[src/rtl/dmem_arb_pkg.sv]
// Shared types and helpers for the data-memory arbiter.
// Latency: n/a (types, constants and a pure function only).
// Backpressure: n/a.
package dmem_arb_pkg;

  // Who owns the read data coming back from the array next cycle.
  typedef enum logic [1:0] {
    OWN_NONE = 2'd0,
    OWN_CPU  = 2'd1,
    OWN_DBG  = 2'd2
  } rd_owner_t;

  localparam int DEF_ADDR_W = 8;
  localparam int DEF_DATA_W = 32;

  // Byte address to word address; the caller keeps only the bits it needs,
  // so addresses wrap modulo the array size.
  function automatic logic [31:0] byte_to_word(input logic [31:0] addr);
    return addr >> 2;
  endfunction

endpackage

[src/rtl/dmem_wait_counter.sv]
// Saturating count of consecutive denied debug cycles; sat flags debug priority.
// Latency: count updates at the clock edge, sat is a decode of the current count.
// Backpressure: none; inc is ignored once saturated, clr wins over inc.
// Ports: clk, rst_n (sync, active-low), inc, clr in; sat out.
module dmem_wait_counter #(
  parameter int DBG_MAX_WAIT = 4
) (
  input  logic clk,
  input  logic rst_n,
  input  logic inc,
  input  logic clr,
  output logic sat
);

  localparam int CW = $clog2(DBG_MAX_WAIT + 1);

  logic [CW-1:0] cnt;

  always_ff @(posedge clk) begin
    if (!rst_n) begin
      cnt <= '0;
    end else if (clr) begin
      cnt <= '0;
    end else if (inc && (cnt != CW'(DBG_MAX_WAIT))) begin
      cnt <= cnt + 1'b1;
    end
  end

  assign sat = (cnt == CW'(DBG_MAX_WAIT));

endmodule

[src/rtl/dmem_arbiter.sv]
// Arbitrates the single-port data memory between the MEM stage (priority) and a
// debug/loader port that gains priority after DBG_MAX_WAIT denied cycles.
// Latency: grant/stall/memory controls combinational; read data returns the cycle after grant.
// Backpressure: cpu_stall holds the MEM stage when it loses; dbg_req is held until dbg_gnt.
// Ports: cpu_* (MEM stage request/return), dbg_* (debug request/grant/return),
//        mem_* (array control out, mem_rdata in), clk / rst_n (sync, active-low).
import dmem_arb_pkg::*;

module dmem_arbiter #(
  parameter int ADDR_W       = DEF_ADDR_W,
  parameter int DATA_W       = DEF_DATA_W,
  parameter int DBG_MAX_WAIT = 4
) (
  input  logic              clk,
  input  logic              rst_n,
  input  logic              cpu_mem_read,
  input  logic              cpu_mem_write,
  input  logic [31:0]       cpu_addr,
  input  logic [DATA_W-1:0] cpu_wdata,
  output logic [DATA_W-1:0] cpu_rdata,
  output logic              cpu_stall,
  input  logic              dbg_req,
  input  logic              dbg_we,
  input  logic [31:0]       dbg_addr,
  input  logic [DATA_W-1:0] dbg_wdata,
  output logic              dbg_gnt,
  output logic              dbg_rvalid,
  output logic [DATA_W-1:0] dbg_rdata,
  output logic              mem_en,
  output logic              mem_we,
  output logic [ADDR_W-1:0] mem_addr,
  output logic [DATA_W-1:0] mem_wdata,
  input  logic [DATA_W-1:0] mem_rdata
);

  logic              cpu_req;
  logic              dbg_pri;
  logic              cpu_win;
  logic              dbg_win;
  logic              win_we;
  logic [31:0]       win_addr;
  logic [31:0]       win_word;
  logic [DATA_W-1:0] win_wdata;
  rd_owner_t         rd_owner;
  rd_owner_t         rd_owner_nxt;
  logic [DATA_W-1:0] cpu_rdata_q;
  logic [DATA_W-1:0] dbg_rdata_q;
  logic              cpu_ret;
  logic              dbg_ret;
  logic              unused_word_bits;

  // Read+write together is a store.
  assign cpu_req = cpu_mem_read | cpu_mem_write;

  // Gating with rst_n keeps every grant (and thus mem_en/mem_we/stall) low in reset.
  assign cpu_win = rst_n & cpu_req & ~(dbg_req & dbg_pri);
  assign dbg_win = rst_n & dbg_req & ~cpu_win;

  assign cpu_stall = rst_n & cpu_req & ~cpu_win;
  assign dbg_gnt   = dbg_win;

  dmem_wait_counter #(
    .DBG_MAX_WAIT (DBG_MAX_WAIT)
  ) u_wait_cnt (
    .clk   (clk),
    .rst_n (rst_n),
    .inc   (dbg_req & ~dbg_win),
    .clr   (dbg_win | ~dbg_req),
    .sat   (dbg_pri)
  );

  always_comb begin
    win_we    = 1'b0;
    win_addr  = '0;
    win_wdata = '0;
    if (cpu_win) begin
      win_we    = cpu_mem_write;
      win_addr  = cpu_addr;
      win_wdata = cpu_wdata;
    end else if (dbg_win) begin
      win_we    = dbg_we;
      win_addr  = dbg_addr;
      win_wdata = dbg_wdata;
    end
  end

  assign win_word  = byte_to_word(win_addr);
  assign mem_en    = cpu_win | dbg_win;
  assign mem_we    = win_we;
  assign mem_addr  = win_word[ADDR_W-1:0];
  assign mem_wdata = win_wdata;

  // Word bits above the array size are dropped on purpose (address wrap).
  assign unused_word_bits = ^win_word[31:ADDR_W];

  always_comb begin
    rd_owner_nxt = OWN_NONE;
    if (cpu_win && !cpu_mem_write) begin
      rd_owner_nxt = OWN_CPU;
    end else if (dbg_win && !dbg_we) begin
      rd_owner_nxt = OWN_DBG;
    end
  end

  // The array presents read data during the cycle after the grant. The owner
  // sees it directly in that cycle; the hold registers capture it at the end of
  // that cycle so the value persists until the owner's next read return.
  // A reset in the return cycle suppresses the return and clears the holds.
  assign cpu_ret = rst_n & (rd_owner == OWN_CPU);
  assign dbg_ret = rst_n & (rd_owner == OWN_DBG);

  always_ff @(posedge clk) begin
    if (!rst_n) begin
      rd_owner    <= OWN_NONE;
      cpu_rdata_q <= '0;
      dbg_rdata_q <= '0;
    end else begin
      rd_owner <= rd_owner_nxt;
      if (cpu_ret) begin
        cpu_rdata_q <= mem_rdata;
      end
      if (dbg_ret) begin
        dbg_rdata_q <= mem_rdata;
      end
    end
  end

  assign cpu_rdata  = cpu_ret ? mem_rdata : cpu_rdata_q;
  assign dbg_rvalid = dbg_ret;
  assign dbg_rdata  = dbg_ret ? mem_rdata : dbg_rdata_q;

endmodule

[config.mk]
export PLATFORM = sky130hd
export DESIGN_NAME = dmem_arbiter
export DESIGN_NICKNAME = d
export VERILOG_FILES = /design/src/rtl/dmem_arb_pkg.sv /design/src/rtl/dmem_wait_counter.sv /design/src/rtl/dmem_arbiter.sv
export SDC_FILE = /design/constraint.sdc
export NUM_CORES = 1
export LEC_CHECK = 0
export ABC_AREA = 1
export CORE_AREA = 2 2 108 110
export DETAILED_ROUTE_END_ITERATION = 12
export DIE_AREA = 0 0 110 112
export GPL_ROUTABILITY_DRIVEN = 0
export PLACE_DENSITY = 0.76
export SLEW_MARGIN = 20
export SYNTH_ARGS = -nofsm -noshare
export SYNTH_HDL_FRONTEND = slang
export SYNTH_SLANG_ARGS = --single-unit
[constraint.sdc]
create_clock -name clk -period 2.14 [get_ports clk]
set_clock_uncertainty 0.2 [all_clocks]
set_input_delay 0.428 -clock clk [delete_from_list [all_inputs] [get_ports clk]]
set_output_delay 0.428 -clock clk [all_outputs]
set_load 0.02 [all_outputs]
==> metrics.yaml <==
row_count: 39
ant_nets: 0
cts_root_buffer: "clkbuf_16"
syn_nets: 632
synth.largest_area_cell: "dfxtp_1"
power.density_nw_per_um2: 533
num_vias: 4404
avgSynthCellArea_sq_um: 7.28
io_buffers: 226
slew_viol_final: 0
worst_slack_ps: -280
crit_fanout: 18
ctsHtreeMaxLevel: 3
syn_to_final_growth_pct: 134
grt_max_degree: 66
die_area_sq_um: 12300
cp.arrival_ps: 1790
final_cell_mix: "clkdlybuf4s50_1 (113), buf_4 (96), buf_6 (89), inv_1 (70), dfxtp_1 (65)"
hold_viol_final: 0
vdd_drop_max_mv: 0.415
crit_buf_inv: 4
ys_seq_area_frac: 0.409
antennaDiodeCount: 0
synth.area.top_cells: "dfxtp_1 (41%), inv_1 (11%), a22o_1 (10%)"
maxCapViolations: 0
grt_pass1_vias: 4528
hold_class: "in -> reg"
synthDistinctLibCells: 26
r2r_cells: 14
path_cells: "inv_2, ha_4, nand2_4, nor2_4, nor2_8, nor2_8, buf_6, buf_12, a22o_4, buf_6"
clock_sinks: 69
layout_commonest_cell: "clkdlybuf4s50_1"
die_x_um: 110
gr-usage-all-layers: 0.224
path_clk_slew_ps: 50
power_switching_uw: 1180
slowest_delay_ps: 340
finalCriticalPeriod_ps: 2420
cts_tree: "yes"
num_io_pins: 275
crit_family: "buffers and inverters"
r2r-end: "dbg_rdata_q[31]"
hpwlAfterDp_um: 9340
crit_type: "reg -> out"
intPower_uw: 3020
clk_latency_ps: 330
num-fill-cells: 804
drive_above_1_share: 0.493
syn_area_sq_um: 3380
first_pass_iters: 4
p_leak_uw: 0.00400
fmax_mhz: 413
fin_nets: 966
cts-buffers-inserted: 9
die_h_um: 112
hold_depth: 4
share_comb_of_total_power: 0.333
drt_iter0_drc: 202
routed_wl_um: 15000
swShare: 0.281
grt_antenna_before_repair: 0
final_util: 0.707
period_share: 1.13
reg2reg_from: "rd_owner[0]"
cts_max_path_buffers: 2
setup_tns_ps: -14030
min_from: "rst_n"
required_ps: 1510
wl_per_cell_um: 15.9
crit_path_start_kind: "flop"
critical-path-slowest-cell: "dfxtp_2"
grt-ovfl-total: 0
setup_violations: 94
synth_cells: 464
grt_pass1_wl_um: 21500
drc: 0
power.share.clock: 0.347
slew_headroom: 0.513
rsz0062_at_grt: "true"
status: "complete, but fails checks"
ys_seq_elements: 69
synth_top_area_frac: 0.409
start_util: 0.302
r2r_slack_ps: 90
tightest_slew_ps: 730
ys_warn_count: 0
min_to: "u_wait_cnt.cnt[0]"
violations: "negative setup slack"
placed_area_sq_um: 6300
core_area_sq_um: 11200
routed_via_density: 4.66
seq_power_share: 0.320
end_kind: "primary output"
fin_area_sq_um: 7900
==> cells in the mapped netlist (all sizes together) <==
cell type  instances
nor3               3
a211oi             1
nand2             44
xor2               1
inv              105
o211ai             1
a22o              40
ha                 2
a22oi              1
or2               32
clkbuf             9
dfxtp             69
buf               18
nor2              72
a21oi              2
o21ai             64
==> power groups by stage <==
stage,logic [uW],registers (uW),clock network (uW)
floorplan,441,1370,0
global placement,1080,1370,0
detailed placement,1090,1370,0
CTS,1260,1350,1470
global route,1480,1350,1540
finish,1400,1350,1460
==> flip-flops by register name (all words and copies together), names as in the netlist <==
register	flops
cpu_rdata_q	32
dbg_rdata_q	32
rd_owner	2
u_wait_cnt.cnt	3
==> logic make-up after synthesis <==
kind of cell / Yosys count / share of synthesized area
XOR/XNOR: 1 / 0.00259
adder cells (fa/ha/maj): 2 / 0.00741
buffers and inverters: 132 / 0.164
AND/OR/NAND/NOR: 151 / 0.208
AO/OA/AOI/OAI: 109 / 0.208
flip-flops: 69 / 0.409
==> layout make-up <==
type / count / area [sq um] / share of cell area
flip-flops and latches: 69 / 1390 / 0.176
clock inverters: 1 / 30.0 / 0.00380
multi-input cells: 263 / 2120 / 0.268
well taps: 143 / 179 / 0.0227
clock buffers: 15 / 258 / 0.0326
inverters: 105 / 397 / 0.0502
repair buffers: 350 / 3530 / 0.447
==> per-layer routing <==
layer | share of wire | track usage
met5 | 0 | 0
met3 | 0.068 | 0.0486
met1 | 0.34 | 0.227
met2 | 0.56 | 0.429
met4 | 0.037 | 0.0920
==> how the worst max path moves through the flow <==
stage	endpoint	slack [ps]	from	cells after the start
finish	mem_addr[0]	-280	u_wait_cnt.cnt[0]	10
global route	mem_wdata[10]	-360	u_wait_cnt.cnt[0]	10
CTS	mem_wdata[26]	-300	u_wait_cnt.cnt[0]	10
detailed placement	dbg_rdata[6]	-890	rst_n	10
global placement	mem_wdata[25]	-860	dbg_req	7
floorplan	mem_addr[1]	100	u_wait_cnt.cnt[0]	7
==> through the flow <==
step           hold slack [ps]  instances  worst slack [ps]  total power, uW
2_1_floorplan              262        464              97.9             1810
3_5_place_dp               345        879              -886             2460
5_1_grt                    299        946              -364             4360
4_1_cts                    261        935              -303             4070
6_report                   266        946              -280             4210
3_3_place_gp               340        879              -856             2450
==> worst reg2reg max path: stages, from the launching register on <==
cell and delay [ps]:
dfxtp_2 320, nor2_2 100, nand2_2 90, inv_4 100, buf_6 130, clkbuf_16 140
or2_4 110, o21ai_2 50, buf_4 130, buf_4 120, buf_4 120, buf_6 110
buf_6 100, buf_6 110, nor2_4 70
==> what timing repair did <==
item,in CTS,in global routing
pin swaps,21,24
hold endpoints to repair,0,0
endpoints found under the setup margin,109,110
hold buffers,0,0
setup buffers,36,14
resized for setup,713,113
cloned,6,4
No activity file was read; power rests on OpenSTA's default activity.
